## src/rtl/datapath_16.sv

```systemverilog
// ---------------------------------------------------------------------------
// datapath_16 -- 16-bit mARC datapath
//
// Holds a 16 x 16 register file (r0 reads as zero, r14 = PC, r15 = IR), a
// 16-function ALU and a 4-bit condition-code register (PSR = n,z,v,c).
// One 20-bit microinstruction is executed per clock.
//
// Ports:
//   clk          in   1  rising-edge clock
//   reset        in   1  synchronous, active-high; clears registers and PSR
//   ctrlword     in  20  {A, B, C, WR, CSEL, AMUX, CMUX, F}
//   instruction  out 16  current IR (r15)
//   status       out  5  {IR[4], n, z, v, c}
//   dataIn       in  16  memory read data / external load value
//   busA         out 16  register A read value (combinational)
//   busB         out 16  register B read value (combinational)
// ---------------------------------------------------------------------------
module datapath_16 (
    input  logic        clk,
    input  logic        reset,
    input  logic [19:0] ctrlword,
    output logic [15:0] instruction,
    output logic [4:0]  status,
    input  logic [15:0] dataIn,
    output logic [15:0] busA,
    output logic [15:0] busB
);

    // Register file; entry 0 is only ever cleared, and reads of r0 are forced to zero.
    logic [15:0] regs_r [16];
    logic [3:0]  psr_r;

    logic [3:0]  a_fld_s;
    logic [3:0]  b_fld_s;
    logic [3:0]  c_fld_s;
    logic        wr_s;
    logic        csel_s;
    logic        amux_s;
    logic        cmux_s;
    logic [3:0]  f_s;

    logic [3:0]  a_eff_s;
    logic [3:0]  c_eff_s;
    logic [15:0] cbus_s;
    logic [15:0] alu_res_s;
    logic [16:0] sum_s;
    logic [16:0] diff_s;
    logic        carry_s;
    logic        psr_we_s;
    logic [3:0]  psr_next_s;

    assign a_fld_s = ctrlword[19:16];
    assign b_fld_s = ctrlword[15:12];
    assign c_fld_s = ctrlword[11:8];
    assign wr_s    = ctrlword[7];
    assign csel_s  = ctrlword[6];
    assign amux_s  = ctrlword[5];
    assign cmux_s  = ctrlword[4];
    assign f_s     = ctrlword[3:0];

    // Condition codes for the flag-setting ops; v/c are only meaningful for
    // ADDCC and SUBCC, the logical ops clear them.
    function automatic logic [3:0] calc_psr(
        input logic [3:0]  f,
        input logic [15:0] a,
        input logic [15:0] b,
        input logic [15:0] res,
        input logic        carry
    );
        logic v;
        logic c;
        case (f)
            4'd3: begin
                c = carry;
                v = (a[15] == b[15]) && (res[15] != a[15]);
            end
            4'd9: begin
                c = carry;
                v = (a[15] != b[15]) && (res[15] != a[15]);
            end
            default: begin
                c = 1'b0;
                v = 1'b0;
            end
        endcase
        return {res[15], (res == 16'h0000), v, c};
    endfunction

    // Effective register addresses: AMUX/CMUX take the field from the IR.
    always_comb begin
        if (amux_s) begin
            a_eff_s = {1'b0, regs_r[15][7:5]};
        end else begin
            a_eff_s = a_fld_s;
        end
        if (cmux_s) begin
            c_eff_s = {1'b0, regs_r[15][10:8]};
        end else begin
            c_eff_s = c_fld_s;
        end
    end

    // Combinational read ports with r0 hardwired to zero.
    always_comb begin
        if (a_eff_s == 4'd0) begin
            busA = 16'h0000;
        end else begin
            busA = regs_r[a_eff_s];
        end
        if (b_fld_s == 4'd0) begin
            busB = 16'h0000;
        end else begin
            busB = regs_r[b_fld_s];
        end
    end

    assign sum_s  = {1'b0, busA} + {1'b0, busB};
    // Bit 16 of the widened difference is the unsigned borrow (a < b).
    assign diff_s = {1'b0, busA} - {1'b0, busB};

    // ALU function select.
    always_comb begin
        alu_res_s = 16'h0000;
        case (f_s)
            4'd0, 4'd5:  alu_res_s = busA & busB;
            4'd1, 4'd6:  alu_res_s = busA | busB;
            4'd2, 4'd7:  alu_res_s = ~(busA | busB);
            4'd3, 4'd8:  alu_res_s = sum_s[15:0];
            4'd4:        alu_res_s = busA >> busB[3:0];
            4'd9, 4'd13: alu_res_s = diff_s[15:0];
            4'd10:       alu_res_s = busA << busB[3:0];
            4'd11:       alu_res_s = $signed(busA) >>> busB[3:0];
            4'd12:       alu_res_s = busA ^ busB;
            4'd14:       alu_res_s = {{12{busA[3]}}, busA[3:0]};
            4'd15:       alu_res_s = busA + 16'h0001;
            default:     alu_res_s = 16'h0000;
        endcase
    end

    // Carry source and PSR write enable for the flag-setting functions.
    always_comb begin
        if (f_s == 4'd9) begin
            carry_s = diff_s[16];
        end else begin
            carry_s = sum_s[16];
        end
        case (f_s)
            4'd0, 4'd1, 4'd2, 4'd3, 4'd9: psr_we_s = 1'b1;
            default:                      psr_we_s = 1'b0;
        endcase
    end

    assign psr_next_s = calc_psr(f_s, busA, busB, alu_res_s, carry_s);
    assign cbus_s     = csel_s ? dataIn : alu_res_s;

    // Register file and PSR update; reset wins and suppresses the cycle's write.
    always_ff @(posedge clk) begin
        if (reset) begin
            for (int k = 0; k < 16; k++) begin
                regs_r[k] <= 16'h0000;
            end
            psr_r <= 4'h0;
        end else begin
            if (wr_s && (c_eff_s != 4'd0)) begin
                regs_r[c_eff_s] <= cbus_s;
            end
            if (psr_we_s) begin
                psr_r <= psr_next_s;
            end
        end
    end

    assign instruction = regs_r[15];
    assign status      = {regs_r[15][4], psr_r};

endmodule

```

## config.mk

```make
export PLATFORM = sky130hd
export DESIGN_NAME = datapath_16
export DESIGN_NICKNAME = d
export VERILOG_FILES = /design/src/rtl/datapath_16.sv
export SDC_FILE = /design/constraint.sdc
export NUM_CORES = 1
export LEC_CHECK = 0
export ABC_AREA = 1
export CAP_MARGIN = 20
export CORE_UTILIZATION = 40
export CTS_BUF_LIST = sky130_fd_sc_hd__clkbuf_8 sky130_fd_sc_hd__clkbuf_16
export DETAILED_ROUTE_END_ITERATION = 10
export DONT_BUFFER_PORTS = 1
export PLACE_DENSITY = 0.51
export SKIP_LAST_GASP = 1
export SYNTH_ARGS = -nofsm -noshare
export SYNTH_HDL_FRONTEND = slang
export SYNTH_SLANG_ARGS = --single-unit
```

## constraint.sdc

```tcl
create_clock -name clk -period 6.5 [get_ports clk]
set_clock_uncertainty 0.1 [all_clocks]
set_input_delay 0.975 -clock clk [delete_from_list [all_inputs] [get_ports clk]]
set_output_delay 0.975 -clock clk [all_outputs]
set_load 0.02 [all_outputs]
```

**After elaboration in Yosys (flattened, before gate mapping)**

Memory sizes are Yosys's and may differ from the RTL's.
Index checks and enable logic that the tools add are counted.
W data, S select, Z words.

- Output and inout port bits: 53
- Bits in writable memories: 256
- Flip-flop bits (word level): 4
- Memories kept: 1

Memories:

| name | depth | width | rd ports | clocked after memory_dff | write ports | line | source |
|---|---|---|---|---|---|---|---|
| regs_r | 16 | 16 | 3 | 0 | 16 | 30 | `logic [15:0] regs_r [16];` |

- Muxes and demuxes: 18
- Reductions and logical operators: 16
- Shift-type cells: 3
- Bitwise gates (word level): 4
- Add/subtract/negate cells: 3
- Equal/unequal tests: 18

Operators with widths:

| kind | number |
|---|---|
| $pmux W16 S11 | 1 |
| $mux W16 | 4 |
| $eq A4 B4 Y1 const B | 8 |
| $add A16 B16 Y17 | 1 |
| $sub A16 B16 Y17 | 1 |
| $add A16 B1 Y16 const B | 1 |
| $and A16 B16 Y16 | 1 |
| $eq A4 B3 Y1 const B | 4 |
| $logic_not A16 Y1 | 1 |
| $not A16 Y16 | 1 |
| $or A16 B16 Y16 | 1 |
| $reduce_or A16 Y1 | 1 |
| $shl A16 B4 Y16 | 1 |
| $shr A16 B4 Y16 | 1 |
| $sshr A16 B4 Y16 | 1 |
| $xor A16 B16 Y16 | 1 |
| $logic_not A4 Y1 | 3 |
| $mux W4 | 3 |
| $reduce_or A2 Y1 | 6 |
| $mux W1 | 9 |
| $eq A4 B2 Y1 const B | 2 |
| $reduce_or A5 Y1 | 1 |
| $eq A4 B1 Y1 const B | 1 |
| $reduce_bool A4 Y1 | 1 |
| other kinds (4) | 7 |

**Longest topological paths before layout**

Gate-level depths: netlist of run 1.

- Depth after elaboration: 9
- Depth in mapped cells: 38
- Mapped depth without buffers: 35

**Least setup slack after synthesis of run 1**

OpenSTA, ideal clock, no wires.

- Path kind: input to register
- Start: input port ctrlword[12]
- End: memory regs_r[1][12], data pin
- Setup slack: 1075 ps
- Library setup time: 267 ps
- Cell stages on the path: 29
- Data arrival time: 5058 ps
- Cell sequence: inv_2 buf_2 buf_2 clkbuf_1 clkbuf_1 nor2_1 o21ai_0 a22o_1 inv_1 a21oi_1 inv_1 ha_1 clkbuf_1 inv_1 a21oi_1 nor2_1 nor2_1 nand3_1 a21o_1 or2_2 nand3_1 nand3_1 nor2_1 nand2_1 nand2_1 nand2_1 o21ai_2 buf_4 nor2_1

RTL lines:

| what | line | source |
|---|---|---|
| from (decl) | 21 | `input logic [19:0] ctrlword,` |
| to (decl) | 30 |  |

==> run metrics, run 1 <==
status finished, final reports clean; Overflow after GRT 0; # port buffers 0; setup TNS 0 ns; via count roughly 20,000; final hold viol count 0; DP HPWL 59.4 mm; max-slew violations 0; htree depth 1; RSZ-0062 raised after global routing no; nets roughly 2,800; per-cell routed wire length 25.7 um; clock slew at reported path FFs about 0.060 ns; EDFF count, synth approximately 260; clock latency at the later pin of the worst-skew pair 0.58 ns; Root Buffer clkbuf_16; min Tclk post-route between 6 and 7 ns; ys flop type edfxtp_1; CTS tree yes; # hold bufs at CTS 0; drt via density around 5.9; R2R depth 25; Final Cell Area 21,300 um2; share of cells above drive strength 1 under 10%; Die W roughly 220 um; Tightest Pin Transition between 1 and 1.5 ns; Max IR drop VDD approximately 190 uV; vias in the first global route roughly 18,000; Hold EP psr_r[1]; crit end category register; fmax about 160 MHz; critical path class reg2reg; drt pass-1 iters 8; CP max FO 33; Site Rows 80; Detail Route met3 WL roughly 8.1 mm; setup violators final 0; Avg Inst Size Synth ~7.2 um2; die height 223 um; Synth area leader edfxtp_1; Slew HR between 20% and 30%; DP Area 20,300 um2; share of the synthesized area in the top cell type between 30% and 40%; gp weighted congestion around 1; Synth Register Bits 260; leakage just over 9 nW; WP data arrival 6.39 ns; Antenna diodes 0; initial core utilization about two fifths; IO Pins 91; DRT Wirelength between 80 and 90 mm; final period utilization 95.3%; Synth cell types between 50 and 60; startpoint types register; top sig layer met4; Synth area leaders edfxtp_1 (39%), nand2_1 (12%), nand3_1 (11%); yosys warns 0; Setup Fix Bufs, Post-CTS 0; Hold Path Cell Cnt 1; mapped cell area 19,600 um2; Worst R2R Setup Slack slightly above 0.3 ns; Num CTS Buffers 31; worst reg2reg endpoint regs_r[8][10]; antenna-violating nets left 0; DR iter-0 viols 2,778; CTS resizes 0; first-pass GRT wire length approximately 120 mm; R2R Path Start regs_r[15][6]; worst hold-check path type in2reg; Synth async-reset ratio 0%; Total GRT Usage about 34%; critical path data required time ~6.7 ns; largest net degree at the start of global routing about 150; Power per Cell Area 250 nW/um2; met1 wire length approximately 38 mm; Seq/Total Area, Yosys between 30% and 40%; Mapped Cells about 2,700; DIE AREA roughly 50,000 um2; initial antenna violation count 1; routed wl met2 36.2 mm; DRC Markers 0; Area Growth Syn to Fin 8.73%; CTS sink cnt 260; deepest clock path buffer count 3; hold path startpoint reset; CORE AREA a little under 50,000 um2; Max-Cap Viols 0
==> placed cells by master (no fill, tap or decap), drive strengths merged, types with 22 or more instances in the layout <==
cell type and n:
a21oi 110, buf 86, clkbuf 31, edfxtp 256, ha 50, inv 255
nand2 644, nand3 443, nor2 442, o211ai 22, o21ai 206, o221ai 22
==> synth_stat cells (6+ instances only) <==
cell type,count
o21ai_1,15
a21oi_1,107
nand2_4,6
ha_1,50
o211ai_1,22
buf_2,52
nand4_1,15
inv_2,20
o221ai_1,22
edfxtp_1,256
o22ai_1,8
nand2_1,606
clkbuf_1,69
buf_4,25
nor3_1,9
nand3_1,438
nor2_2,24
nand2_2,30
buf_6,15
inv_1,228
a22o_1,12
o21ai_2,16
o21ai_0,173
nor2_1,413
==> state kept, by name, indices dropped and copies added (netlist names) <==
signal  count
regs_r    256
psr_r       4
==> final cells by class <==
class                      instances  area (um2)
clock buffer                      31         776
multi-input combinational       2049       10000
sequential                       260        7770
timing repair buffer              86         871
tap                              615         769
clock inverter                    21         164
inverter                         252         960
fill                            4909       26700
==> power breakdown <==
| group | total, mW | leakage, nW | switching [mW] | internal, mW |
|---|---|---|---|---|
| Sequential | 1.96 | 2.67 | 0.0437 | 1.92 |
| Clock | 1.66 | 0.480 | 0.690 | 0.967 |
| Combinational | 1.72 | 5.91 | 1.24 | 0.479 |
==> worst max-delay path by stage <==
stage	startpoint	end	slack, ns	cells after the start
final	regs_r[15][6]	regs_r[8][10]	0.31	25
after global routing	regs_r[15][6]	regs_r[15][10]	0.09	25
after CTS	regs_r[15][6]	regs_r[14][10]	0.58	25
after detailed placement	ctrlword[13]	regs_r[14][10]	0.23	24
after global placement	ctrlword[13]	regs_r[1][10]	0.19	24
after floorplan	ctrlword[12]	regs_r[1][12]	1.08	29
==> critical path, stage by stage (launching register included) <==
cell and delay, ns:
edfxtp_1 0.67, nand2_4 0.29, nand2_4 0.48, buf_4 0.46, nand2_1 0.09, nand3_1 0.10, nand3_1 0.08, nand3_1 0.15
nand2_2 0.13, ha_1 0.43, inv_1 0.18, nand2_1 0.11, nor3_1 0.56, nand4_1 0.50, nand3_1 0.29, nand2_1 0.07
nand3_1 0.07, nand3_1 0.09, nor2_1 0.17, nand2_1 0.07, nor2_1 0.10, nand2_1 0.06, nand2_1 0.11, nand2_1 0.07
o21ai_2 0.34, nor2_1 0.09
==> per-layer routing <==
metal / track usage, % / vias up
li1: - / 9020
met1: 50.1 / 9437
met2: 49.9 / 1110
met3: 5.52 / 144
met4: 9.59 / 0
met5: 0 / -
==> logic make-up after synthesis <==
| group | Yosys count | synth area share [%] |
|---|---|---|
| AOI/OAI and AO/OA | 407 | 12.3 |
| xor gates and xnor gates | 5 | 0.223 |
| adders and majority gates | 52 | 3.39 |
| buffers and inverters | 419 | 9.64 |
| DFF | 260 | 39.6 |
| muxes | 1 | 0.115 |
| other | 1 | 0.0191 |
| and+or+nand+nor | 1568 | 34.8 |
==> per-stage QoR <==
step	worst slack [ns]	total power, mW	instances	utilization [%]	hold slack (ns)
after floorplan	1.08	3.11	2728	-	0.434
after global placement	0.191	3.68	3257	42.2	0.485
after detailed placement	0.230	3.66	3257	42.2	0.487
after CTS	0.584	5.30	3309	44.1	0.353
after global routing	0.0883	5.55	3314	44.4	0.362
final	0.307	5.34	3314	44.4	0.376
Power figures use the tool's default switching activity.
==> run 2: changes to the inputs <==
==> constraint.sdc (replaced) <==
create_clock -name clk -period 6.5 [get_ports clk]
set_clock_uncertainty 0.1 [all_clocks]
set_input_delay 0.975 -clock clk [delete_from_list [all_inputs] [get_ports clk]]
set_output_delay 0.975 -clock clk [all_outputs]
set_load 0.005 [all_outputs]
==> run 2 against run 1 <==
  * Core utilization down 0.17 points
  * Final area down 0.38%
  * Worst hold slack worse by 0.013 ns
  * Global-route usage down 1.3 points
  * Clock power up 7%
  * Sequential cell count unchanged
  * Non-clock buffer count down 2
  * Combinational power down 5%
  * Total power up 0.47%
  * Wire length down 3.8%
  * Critical path depth up 1
  * Largest power group unchanged
==> run metrics, run 2 (synthesis results as in run 1) <==
setup violators final 0 (unchanged); max-slew violations 0 (unchanged); clock slew at reported path FFs 0.06 ns (about the same); htree depth 1 (unchanged); clock power share 33.0% (+2.0 points); WP data arrival 6.10 ns (-0.29 ns); CTS resizes 0 (unchanged); Seq pwr share 36.5% (-0.2 points); Sw Pwr 1.95 mW (-1.5%); RSZ-0062 raised after global routing no; DRT Wirelength 81.9 mm (-3.8%); leakage 9.04 nW (-0.30%); Power per Cell Area 253 nW/um2 (+0.86%); Max IR drop VDD 213 uV (+9.7%); Tightest Pin Transition 1.12 ns (-0.0478 ns); status finished, final reports clean; vias in the first global route 18,000 (-1.6%); final hold viol count 0 (unchanged); initial antenna violation count 0 (-1); commonest non-fill, non-tap cell in the layout nand2_1; setup TNS 0 ns (unchanged); # fillers 4,953 (+0.90%); Logic pwr share 30.6% (-1.7 points); initial core utilization 40.8% (unchanged); commonest cells after routing, fill and taps aside nand2_1 (606), nand3_1 (438), nor2_1 (413); DRC Markers 0 (unchanged); Antenna diodes 0 (unchanged); Storage cell area 7770 um2 (unchanged); fmax 170 MHz (+5.3%); # hold bufs at CTS 0 (unchanged); largest net degree at the start of global routing 149 (unchanged); per-cell routed wire length 24.7 um (-3.9%); startpoint types register; multi-input logic area 10,000 um2 (about the same); Sw Share 36.3% (-0.72 points); critical path class reg2reg; CP max FO 38 (+15%); worst hold-check path type in2reg; via count 19,500 (-1.1%); Area Growth Syn to Fin 8.32%; internal power component 3.42 mW (+1.6%); Overflow after GRT 0 (unchanged); Root Buffer clkbuf_16; max incr delay on CP 0.59 ns (-0.08 ns); clock latency at the later pin of the worst-skew pair 0.59 ns (about the same); Worst Setup Slack, final 0.619 ns (+0.311 ns); critical path data required time 6.72 ns (+0.03 ns); min Tclk post-route 5.88 ns (-0.311 ns); Largest register FFs 256 (unchanged); crit end category register; CTS sink cnt 260 (unchanged); critical path's slowest cell edfxtp_1; Cells after DPL 3,259 (+0.061%); Worst path most repeated cell nand3_1; WHS 0.362 ns (-0.0133 ns); CTS tree yes; Largest regs regs_r x256, psr_r x4; drt pass-1 iters 7 (-1); deepest clock path buffer count 3 (unchanged); Num CTS Buffers 31 (unchanged); antenna-violating nets left 0 (unchanged); nets 2,768 (-0.072%); Site Rows 80 (unchanged); die height 223 um (unchanged); final std cells w/o fill 3,318 (+0.12%); drt via density 5.88 (-1.2%); gp weighted congestion 0.966 (-3.2%); Setup Fix Bufs, Post-CTS 0 (unchanged); share of cells above drive strength 1 9.36% (+0.36 points); CORE AREA 48,000 um2 (unchanged); IO Pins 91 (unchanged); Total GRT Usage 32.3% (-1.3 points); total power 5.37 mW (+0.47%); # port buffers 0 (unchanged); DR iter-0 viols 2,384 (-14%); DP HPWL 58.5 mm (-1.5%); Max-Cap Viols 0 (unchanged); Slew HR 25.1% (+3.2 points); DIE AREA 49,900 um2 (unchanged); first-pass GRT wire length 120 mm (-3.3%); Die W 223 um (unchanged); pre-CTS setup slack 0.553 ns (+0.323 ns); Top reg by flops regs_r; final period utilization 90.5% (-4.8 points)
## run 2: changes by cell type in the layout (fill, tap and decap cells not counted), sizes merged
cell,before,now
buf,86,84
clkinv,15,14
clkbuf,31,37
clkinvlp,0,1
## run 2: layout make-up
| type | count | area share, % |
|---|---|---|
| clock buffer | 37 | 4.04 |
| clock inverter | 21 | 0.836 |
| inverter | 252 | 4.52 |
| multi-input combinational | 2049 | 47.1 |
| sequential | 260 | 36.5 |
| tap | 615 | 3.62 |
| timing repair buffer | 84 | 3.30 |
## run 2: power groups by stage
stage                     registers, mW  clock network (mW)  logic, mW
final                              1.96                1.77       1.64
after global routing               1.96                1.85       1.78
after CTS                          1.96                1.79       1.60
after detailed placement           1.99                   0       1.60
after global placement             1.99                   0       1.60
after floorplan                    1.97                   0       1.10
## run 2: worst max-delay path: cells and delay by family (launching register included)
kind	cells	cell delay, ns
buf+inv	3	0.74
flops	1	0.59
simple gates	16	2.54
compound gates	6	1.08
fa+ha+maj	1	0.49
## run 2: final timing paths
kind                 startpoint            end  slack, ns  cells past startpoint
hold / removal            reset       psr_r[0]       0.36                      1
setup / recovery  regs_r[15][6]  regs_r[9][13]       0.62                     26
setup reg to reg  regs_r[15][6]  regs_r[9][13]       0.62                     26
hold reg to reg        psr_r[1]       psr_r[1]       0.41                      2
## run 2: stage by stage
step	cell area, um2	util [%]
2_1_floorplan	19700	-
5_1_grt	21300	44.2
3_3_place_gp	20200	42.0
6_report	21300	44.2
3_5_place_dp	20200	42.0
4_1_cts	21200	44.2
## run 2: layer usage
metal	share of wire [%]	GRT usage (%)	wire [um]	vias to the layer above
met5	0	0	0	-
met4	2.8	8.71	2280	0
met3	9.6	5.08	7820	122
met2	43	48.0	35200	1015
met1	45	48.3	36600	9343
li1	-	-	-	9016
